File: config.mk
export PLATFORM = sky130hd
export DESIGN_NAME = pong_collision_engine_flat
export DESIGN_NICKNAME = d
export VERILOG_FILES = /design/src/rtl/pong_if.sv /design/src/rtl/pong_collision_engine.sv /design/src/flat_wrapper.sv
export SDC_FILE = /design/constraint.sdc
export NUM_CORES = 1
export LEC_CHECK = 0
export BUFFER_PORTS_ARGS = -buffer_cell sky130_fd_sc_hd__buf_2
export CAP_MARGIN = 10
export CORE_MARGIN = 2
export CORE_UTILIZATION = 45
export DETAILED_ROUTE_END_ITERATION = 10
export PLACE_DENSITY = 0.7
export RECOVER_POWER = 100
export SYNTH_ARGS = -nofsm -noshare
export SYNTH_HDL_FRONTEND = slang
export SYNTH_SLANG_ARGS = --single-unit
File: constraint.sdc
create_clock -name clk -period 8.7 [get_ports clk]
set_clock_uncertainty 0.15 [all_clocks]
set_input_delay 0.87 -clock clk [delete_from_list [all_inputs] [get_ports clk]]
set_output_delay 0.87 -clock clk [all_outputs]
set_load 0.03 [all_outputs]
File: src/rtl/pong_if.sv
// Pong engine bus: control inputs, paddle positions, ball state and events.
// master drives controls and paddles; slave is the engine.
interface pong_if #(
    parameter int COORD_W = 11
);
    logic               frame_tick;
    logic               serve;
    logic               serve_dir_x;
    logic [COORD_W-1:0] pad_l_x;
    logic [COORD_W-1:0] pad_l_y;
    logic [COORD_W-1:0] pad_r_x;
    logic [COORD_W-1:0] pad_r_y;
    logic [COORD_W-1:0] ball_x;
    logic [COORD_W-1:0] ball_y;
    logic               dir_x;
    logic               dir_y;
    logic               hit_l;
    logic               hit_r;
    logic               wall_top;
    logic               wall_bot;
    logic               goal_l;
    logic               goal_r;
    logic [3:0]         score_l;
    logic [3:0]         score_r;
    logic               game_over;
    logic               busy;

    modport master (
        output frame_tick, serve, serve_dir_x,
        output pad_l_x, pad_l_y, pad_r_x, pad_r_y,
        input  ball_x, ball_y, dir_x, dir_y,
        input  hit_l, hit_r, wall_top, wall_bot,
        input  goal_l, goal_r, score_l, score_r,
        input  game_over, busy
    );

    modport slave (
        input  frame_tick, serve, serve_dir_x,
        input  pad_l_x, pad_l_y, pad_r_x, pad_r_y,
        output ball_x, ball_y, dir_x, dir_y,
        output hit_l, hit_r, wall_top, wall_bot,
        output goal_l, goal_r, score_l, score_r,
        output game_over, busy
    );
endinterface

File: src/rtl/pong_collision_engine.sv
// Ball/paddle/wall engine: one frame per accepted frame_tick,
// latched in CALC, resolved and committed on the CALC->COMMIT edge.
module pong_collision_engine #(
    parameter int SCREEN_W    = 640,
    parameter int SCREEN_H    = 480,
    parameter int WALL_MARGIN = 10,
    parameter int COORD_W     = 11,
    parameter int BALL_SIZE   = 8,
    parameter int PADDLE_W    = 10,
    parameter int PADDLE_H    = 64,
    parameter int SPEED       = 2,
    parameter int LOCKOUT     = 4,
    parameter int SERVE_DELAY = 30,
    parameter int MAX_SCORE   = 9
) (
    input logic   clk,
    input logic   reset,
    pong_if.slave bus
);
    localparam int SW = COORD_W + 2;
    localparam int LW = $clog2(LOCKOUT + 1);
    localparam int CW = $clog2(SERVE_DELAY + 1);

    localparam logic [COORD_W-1:0] CX = COORD_W'((SCREEN_W - BALL_SIZE) / 2);
    localparam logic [COORD_W-1:0] CY = COORD_W'((SCREEN_H - BALL_SIZE) / 2);

    localparam logic signed [SW-1:0] K_MARGIN = SW'(WALL_MARGIN);
    localparam logic signed [SW-1:0] K_BALL   = SW'(BALL_SIZE);
    localparam logic signed [SW-1:0] K_PW     = SW'(PADDLE_W);
    localparam logic signed [SW-1:0] K_PH     = SW'(PADDLE_H);
    localparam logic signed [SW-1:0] K_SW     = SW'(SCREEN_W);
    localparam logic signed [SW-1:0] K_SH     = SW'(SCREEN_H);
    localparam logic signed [SW-1:0] K_SPEED  = SW'(SPEED);
    localparam logic [3:0]           K_MAX    = 4'(MAX_SCORE);

    typedef enum logic [2:0] {
        S_IDLE,
        S_RUN,
        S_CALC,
        S_COMMIT,
        S_SCORED,
        S_OVER
    } state_t;

    state_t state, state_nx;

    logic [COORD_W-1:0]     ball_x, ball_y;
    logic                   dir_x, dir_y;
    logic                   hit_l_q, hit_r_q, top_q, bot_q, goal_l_q, goal_r_q;
    logic [3:0]             score_l, score_r;
    logic [LW-1:0]          lock;
    logic [CW-1:0]          cnt;
    logic signed [SW-1:0]   nx_q, ny_q;
    logic signed [SW-1:0]   plx, ply, prx, pry;

    logic                   c_top, c_bot, c_hl, c_hr, c_gl, c_gr, c_goal;
    logic [COORD_W-1:0]     x_new, y_new;
    logic                   dx_new, dy_new;

    assign plx = $signed({2'b00, bus.pad_l_x});
    assign ply = $signed({2'b00, bus.pad_l_y});
    assign prx = $signed({2'b00, bus.pad_r_x});
    assign pry = $signed({2'b00, bus.pad_r_y});

    // Resolve walls, paddles and goals for the latched next position.
    always_comb begin
        c_top  = (ny_q <= K_MARGIN);
        c_bot  = !c_top && (ny_q + K_BALL >= K_SH);
        c_hr   = dir_x && (lock == '0)
               && (nx_q + K_BALL >= prx) && (nx_q <= prx + K_PW)
               && (ny_q + K_BALL >= pry) && (ny_q <= pry + K_PH);
        c_hl   = !dir_x && (lock == '0)
               && (nx_q <= plx + K_PW) && (nx_q + K_BALL >= plx)
               && (ny_q + K_BALL >= ply) && (ny_q <= ply + K_PH);
        c_gr   = (nx_q <= K_MARGIN) && !c_hl;
        c_gl   = (nx_q + K_BALL >= K_SW) && !c_hr;
        c_goal = c_gl || c_gr;
        y_new  = COORD_W'(ny_q);
        dy_new = dir_y;
        if (c_top) begin
            y_new  = COORD_W'(K_MARGIN);
            dy_new = 1'b1;
        end else if (c_bot) begin
            y_new  = COORD_W'(K_SH - K_BALL);
            dy_new = 1'b0;
        end
        x_new  = COORD_W'(nx_q);
        dx_new = dir_x;
        if (c_hr) begin
            x_new  = COORD_W'(prx - K_BALL);
            dx_new = 1'b0;
        end else if (c_hl) begin
            x_new  = COORD_W'(plx + K_PW);
            dx_new = 1'b1;
        end
    end

    // State register.
    always_ff @(posedge clk) begin
        if (reset) state <= S_IDLE;
        else       state <= state_nx;
    end

    // Next-state: serve, frame pipeline, serve delay and game end.
    always_comb begin
        state_nx = state;
        unique case (state)
            S_IDLE:   if (bus.serve) state_nx = S_RUN;
            S_RUN:    if (bus.frame_tick) state_nx = S_CALC;
            S_CALC:   state_nx = S_COMMIT;
            S_COMMIT: state_nx = (goal_l_q || goal_r_q) ? S_SCORED : S_RUN;
            S_SCORED: begin
                if (bus.frame_tick && cnt == CW'(SERVE_DELAY - 1)) begin
                    if (score_l == K_MAX || score_r == K_MAX) state_nx = S_OVER;
                    else                                      state_nx = S_IDLE;
                end
            end
            S_OVER:   if (bus.serve) state_nx = S_IDLE;
            default:  state_nx = S_IDLE;
        endcase
    end

    // Ball, direction, pulses, scores, lockout and serve-delay counter.
    always_ff @(posedge clk) begin
        if (reset) begin
            ball_x   <= CX;
            ball_y   <= CY;
            dir_x    <= 1'b1;
            dir_y    <= 1'b1;
            hit_l_q  <= 1'b0;
            hit_r_q  <= 1'b0;
            top_q    <= 1'b0;
            bot_q    <= 1'b0;
            goal_l_q <= 1'b0;
            goal_r_q <= 1'b0;
            score_l  <= '0;
            score_r  <= '0;
            lock     <= '0;
            cnt      <= '0;
            nx_q     <= '0;
            ny_q     <= '0;
        end else begin
            hit_l_q  <= 1'b0;
            hit_r_q  <= 1'b0;
            top_q    <= 1'b0;
            bot_q    <= 1'b0;
            goal_l_q <= 1'b0;
            goal_r_q <= 1'b0;
            unique case (state)
                S_IDLE: begin
                    if (bus.serve) begin
                        dir_x <= bus.serve_dir_x;
                        dir_y <= 1'b1;
                    end
                end
                S_RUN: begin
                    if (bus.frame_tick) begin
                        nx_q <= $signed({2'b00, ball_x}) + (dir_x ? K_SPEED : -K_SPEED);
                        ny_q <= $signed({2'b00, ball_y}) + (dir_y ? K_SPEED : -K_SPEED);
                    end
                end
                S_CALC: begin
                    ball_x   <= c_goal ? CX : x_new;
                    ball_y   <= c_goal ? CY : y_new;
                    dir_x    <= dx_new;
                    dir_y    <= dy_new;
                    hit_l_q  <= c_hl;
                    hit_r_q  <= c_hr;
                    top_q    <= c_top;
                    bot_q    <= c_bot;
                    goal_l_q <= c_gl;
                    goal_r_q <= c_gr;
                    if (c_gl && score_l != K_MAX) score_l <= score_l + 4'd1;
                    if (c_gr && score_r != K_MAX) score_r <= score_r + 4'd1;
                    if (c_hl || c_hr)    lock <= LW'(LOCKOUT);
                    else if (lock != '0) lock <= lock - LW'(1);
                    cnt <= '0;
                end
                S_SCORED: begin
                    if (bus.frame_tick) cnt <= cnt + CW'(1);
                end
                S_OVER: begin
                    if (bus.serve) begin
                        score_l <= '0;
                        score_r <= '0;
                    end
                end
                default: ;
            endcase
        end
    end

    assign bus.ball_x    = ball_x;
    assign bus.ball_y    = ball_y;
    assign bus.dir_x     = dir_x;
    assign bus.dir_y     = dir_y;
    assign bus.hit_l     = hit_l_q;
    assign bus.hit_r     = hit_r_q;
    assign bus.wall_top  = top_q;
    assign bus.wall_bot  = bot_q;
    assign bus.goal_l    = goal_l_q;
    assign bus.goal_r    = goal_r_q;
    assign bus.score_l   = score_l;
    assign bus.score_r   = score_r;
    assign bus.game_over = (state == S_OVER);
    assign bus.busy      = (state == S_CALC) || (state == S_COMMIT);
endmodule
File: src/flat_wrapper.sv
// flat-port wrapper written by rule: the top's interface ports become plain ports
module pong_collision_engine_flat 
#(
    parameter int SCREEN_W    = 640,
    parameter int SCREEN_H    = 480,
    parameter int WALL_MARGIN = 10,
    parameter int COORD_W     = 11,
    parameter int BALL_SIZE   = 8,
    parameter int PADDLE_W    = 10,
    parameter int PADDLE_H    = 64,
    parameter int SPEED       = 2,
    parameter int LOCKOUT     = 4,
    parameter int SERVE_DELAY = 30,
    parameter int MAX_SCORE   = 9
)
  (clk, reset, bus_frame_tick, bus_serve, bus_serve_dir_x, bus_pad_l_x, bus_pad_l_y, bus_pad_r_x, bus_pad_r_y, bus_ball_x, bus_ball_y, bus_dir_x, bus_dir_y, bus_hit_l, bus_hit_r, bus_wall_top, bus_wall_bot, bus_goal_l, bus_goal_r, bus_score_l, bus_score_r, bus_game_over, bus_busy);
  pong_if #(.COORD_W(COORD_W)) bus_i ();
  input logic clk;
  input logic reset;
  input wire logic [$bits(bus_i.frame_tick)-1:0] bus_frame_tick;
  input wire logic [$bits(bus_i.serve)-1:0] bus_serve;
  input wire logic [$bits(bus_i.serve_dir_x)-1:0] bus_serve_dir_x;
  input wire logic [$bits(bus_i.pad_l_x)-1:0] bus_pad_l_x;
  input wire logic [$bits(bus_i.pad_l_y)-1:0] bus_pad_l_y;
  input wire logic [$bits(bus_i.pad_r_x)-1:0] bus_pad_r_x;
  input wire logic [$bits(bus_i.pad_r_y)-1:0] bus_pad_r_y;
  output wire logic [$bits(bus_i.ball_x)-1:0] bus_ball_x;
  output wire logic [$bits(bus_i.ball_y)-1:0] bus_ball_y;
  output wire logic [$bits(bus_i.dir_x)-1:0] bus_dir_x;
  output wire logic [$bits(bus_i.dir_y)-1:0] bus_dir_y;
  output wire logic [$bits(bus_i.hit_l)-1:0] bus_hit_l;
  output wire logic [$bits(bus_i.hit_r)-1:0] bus_hit_r;
  output wire logic [$bits(bus_i.wall_top)-1:0] bus_wall_top;
  output wire logic [$bits(bus_i.wall_bot)-1:0] bus_wall_bot;
  output wire logic [$bits(bus_i.goal_l)-1:0] bus_goal_l;
  output wire logic [$bits(bus_i.goal_r)-1:0] bus_goal_r;
  output wire logic [$bits(bus_i.score_l)-1:0] bus_score_l;
  output wire logic [$bits(bus_i.score_r)-1:0] bus_score_r;
  output wire logic [$bits(bus_i.game_over)-1:0] bus_game_over;
  output wire logic [$bits(bus_i.busy)-1:0] bus_busy;
  assign bus_i.frame_tick = bus_frame_tick;
  assign bus_i.serve = bus_serve;
  assign bus_i.serve_dir_x = bus_serve_dir_x;
  assign bus_i.pad_l_x = bus_pad_l_x;
  assign bus_i.pad_l_y = bus_pad_l_y;
  assign bus_i.pad_r_x = bus_pad_r_x;
  assign bus_i.pad_r_y = bus_pad_r_y;
  assign bus_ball_x = bus_i.ball_x;
  assign bus_ball_y = bus_i.ball_y;
  assign bus_dir_x = bus_i.dir_x;
  assign bus_dir_y = bus_i.dir_y;
  assign bus_hit_l = bus_i.hit_l;
  assign bus_hit_r = bus_i.hit_r;
  assign bus_wall_top = bus_i.wall_top;
  assign bus_wall_bot = bus_i.wall_bot;
  assign bus_goal_l = bus_i.goal_l;
  assign bus_goal_r = bus_i.goal_r;
  assign bus_score_l = bus_i.score_l;
  assign bus_score_r = bus_i.score_r;
  assign bus_game_over = bus_i.game_over;
  assign bus_busy = bus_i.busy;
  pong_collision_engine #(.SCREEN_W(SCREEN_W), .SCREEN_H(SCREEN_H), .WALL_MARGIN(WALL_MARGIN), .COORD_W(COORD_W), .BALL_SIZE(BALL_SIZE), .PADDLE_W(PADDLE_W), .PADDLE_H(PADDLE_H), .SPEED(SPEED), .LOCKOUT(LOCKOUT), .SERVE_DELAY(SERVE_DELAY), .MAX_SCORE(MAX_SCORE)) u_core (.clk(clk), .reset(reset), .bus(bus_i));
endmodule
==> metrics.cfg <==
[yosys]
synth_edf_count=0
synthCells=926
avgSynthCellArea_um2=7.81
syn-num-nets=1100
synth.cell_area_um2=7230
ys.warnings.count=0
async_reset_ff_frac=0
yosysTopAreaCell=ha_1
yosysMostFrequentCell=ha_1
ys_seq_elements=75
synth_cell_types=75
ys_seq_area_frac=0.208
synth_top_area_frac=0.213
yosys-top-cells-area=ha_1 21%, dfxtp_1 21%, xnor2_1 5.7%
synthFlopType=dfxtp_1
yosys-top-cells-count=123 x ha_1, 82 x nand2_1, 78 x inv_1

[clock_network]
postCtsHoldBufs=0
cts_buffers=9
clk_latency_ns=0.34
clk_path_buf_depth=2
cts_resized=0
clk_pin_slew_ns=0.06
tritoncts=built
cts.sinks=75
htreeDepth=3
cts_setup_buffers=0
clockRootBuffer=clkbuf_16

[layout]
fin_nets=1169
area_delta_synth_final_pct=11.4
drive_gt1_frac=0.0770
design_area_um2=8060
fillerInstances=1595
n_antenna_cell=0

[power_and_ir_drop]
p_sw_uw=383
leakage_uw=0.00363
p_comb_frac=0.287
clockPowerShare=0.362
switching_share=0.337
p_int_uw=753
power.density_nw_per_um2=141
vdd_ir_drop_max_mv=0.0764
seqPwrFrac=0.350

[worst_setup_path]
path_cells=clkbuf_1 > inv_1 > nor4_1 > o21ai_0 > or3_1 > ha_1 > nand2b_1 > nor3_1 > a311oi_1 > a221oi_1 > nor4b_1 > clkbuf_1 > o2111a_1 > o2bb2ai_1 > a21oi_1
crit_arrival_ns=5.30
cp_data_required_time_ns=8.75
r2r_cells=14
critPathSlowestCell=nor4b_1
slowest_delay_ns=0.95
timing.rr.start=u_core.ny_q[4]
rrSetupSlack_ns=3.58
crit_path_max_fanout=18
crit_top_cell=clkbuf_1
critPathLaunchType=primary input
r2r_end=u_core.bus.ball_x[8]
crit_path_end_kind=flop
setup.worst_path.end=u_core.bus.ball_x[8]
crit_path_start=bus_pad_l_x[6]
path_class=in2reg

[outcome]
status=finished, violations left
violations=capacitance limit, slew limit

[place]
port-buffer-count=88
placed_area_um2=7810
place.gp.congestion=0.896
hpwl_um=15900

[worst_hold_path]
holdCritPathClass=reg2reg
min_from=u_core.lock[0]

[job]
max-cap-violations=2

[route]
antenna_left=0
vias_per_cell=5.78
vias=7024
dr.pass1.iters=7
wl_per_cell_um=16.9
wl_um=20600
drc=0
drtIter0Drc=583

[global_route]
overflow=0
grt.total_usage=0.241
grt_max_degree=46
grt_pass1_wl_um=32400
grt_pass1_vias=6428
antenna_found_initial=1

[sta]
rsz0062_at_grt=no
report.final.slew_viol_count=76
final_hold_viol_count=0
finalSetupViolCount=0
fin_tns_setup_ns=0
max_slew_margin=-0.398
layout_min_cycle_time_ns=5.25
fmax_mhz=191
worstMarginPinSlew_ns=2.10
final.period_utilization=0.603

[floorplanning]
die_h_um=131
core_um2=15800
pin_count=89
rows=46
die_w_um=131
dieArea_um2=17100
start_util=0.459

[layout by cell type (no fill, tap or decap), types with 7 or more instances in the layout]
master	Yosys	layout
xor2_1	15	15
a21o_1	17	18
a211oi_1	16	16
o21a_1	7	7
nand2_1	82	82
inv_1	78	78
xnor2_1	47	47
a31oi_1	8	8
o211ai_1	8	8
nor2b_1	14	14
nor3_1	33	33
nor4_1	8	8
nor2_1	74	75
dfxtp_1	75	75
and3_1	12	12
o21ai_0	42	44
clkbuf_1	20	44
buf_2	4	46
nand3_1	32	32
ha_1	123	123
nand4_1	17	17
a21oi_1	75	75
clkbuf_16	0	9
[layout make-up]
class | count | area [um^2] | share of cell area
multi-input combinational | 742 | 5270 | 0.654
sequential | 75 | 1500 | 0.186
clock inverter | 4 | 72.6 | 0.00901
inverter | 78 | 293 | 0.0363
tap | 216 | 270 | 0.0336
clock buffer | 12 | 256 | 0.0318
timing repair buffer | 89 | 392 | 0.0486
[metrics by stage]
step | power (uW) | cells | utilization | setup slack, ns | hold slack, ns
3_5_place_dp | 729 | 1200 | 0.495 | 3.94 | 0.288
4_1_cts | 1140 | 1216 | 0.516 | 4.27 | 0.296
5_1_grt | 1200 | 1216 | 0.511 | 3.00 | 0.339
6_report | 1140 | 1216 | 0.511 | 3.45 | 0.292
2_1_floorplan | 634 | 926 | - | 4.54 | 0.262
3_3_place_gp | 725 | 1200 | 0.495 | 4.03 | 0.276
[registers in the layout (all words and copies together), names as in the netlist, 4 cells and up]
name and flops:
u_core.nx_q 13, u_core.ny_q 13, u_core.bus.ball_x 11, u_core.bus.ball_y 11, u_core.cnt 5, u_core.bus.score_l 4
u_core.bus.score_r 4
[how the worst min path moves through the flow]
stage	end	slack (ns)	cells past startpoint
final	u_core.lock[0]	0.29	1
after global placement	u_core.lock[0]	0.28	1
after global routing	u_core.lock[0]	0.34	1
after detailed placement	u_core.lock[0]	0.29	1
after floorplan	u_core.lock[0]	0.26	1
after CTS	u_core.lock[0]	0.30	1
[metal layers]
| metal | vias to the layer above | wire length (um) | track usage |
|---|---|---|---|
| met1 | 3304 | 9570 | 0.322 |
| met5 | - | 13 | 0 |
| li1 | 3479 | - | - |
| met4 | 2 | 364 | 0.0607 |
| met3 | 33 | 1110 | 0.0472 |
| met2 | 206 | 9500 | 0.402 |
[power by group through the flow]
stage / combinational [uW] / sequential [uW] / clock, uW
after floorplan: 238 / 396 / 0
after global placement: 321 / 405 / 0
after detailed placement: 325 / 404 / 0
after CTS: 328 / 397 / 415
after global routing: 366 / 400 / 429
final: 326 / 398 / 412
[cells by family after synthesis]
logic type / count (synthesis) / synth area share
flip-flops: 75 / 0.208
adder cells (fa/ha/maj): 125 / 0.218
buffers and inverters: 109 / 0.0609
multiplexers: 8 / 0.0114
XOR/XNOR: 62 / 0.0751
AND/OR/NAND/NOR: 318 / 0.222
AO/OA/AOI/OAI: 229 / 0.204
[worst max-delay path: cells and delay by family]
kind	cells	cell delay (ns)
buffers and inverters	3	0.90
AOI/OAI and AO/OA	6	1.39
and+or+nand+nor	5	1.84
adders and majority gates	1	0.30
Power figures use the tool's default switching activity.
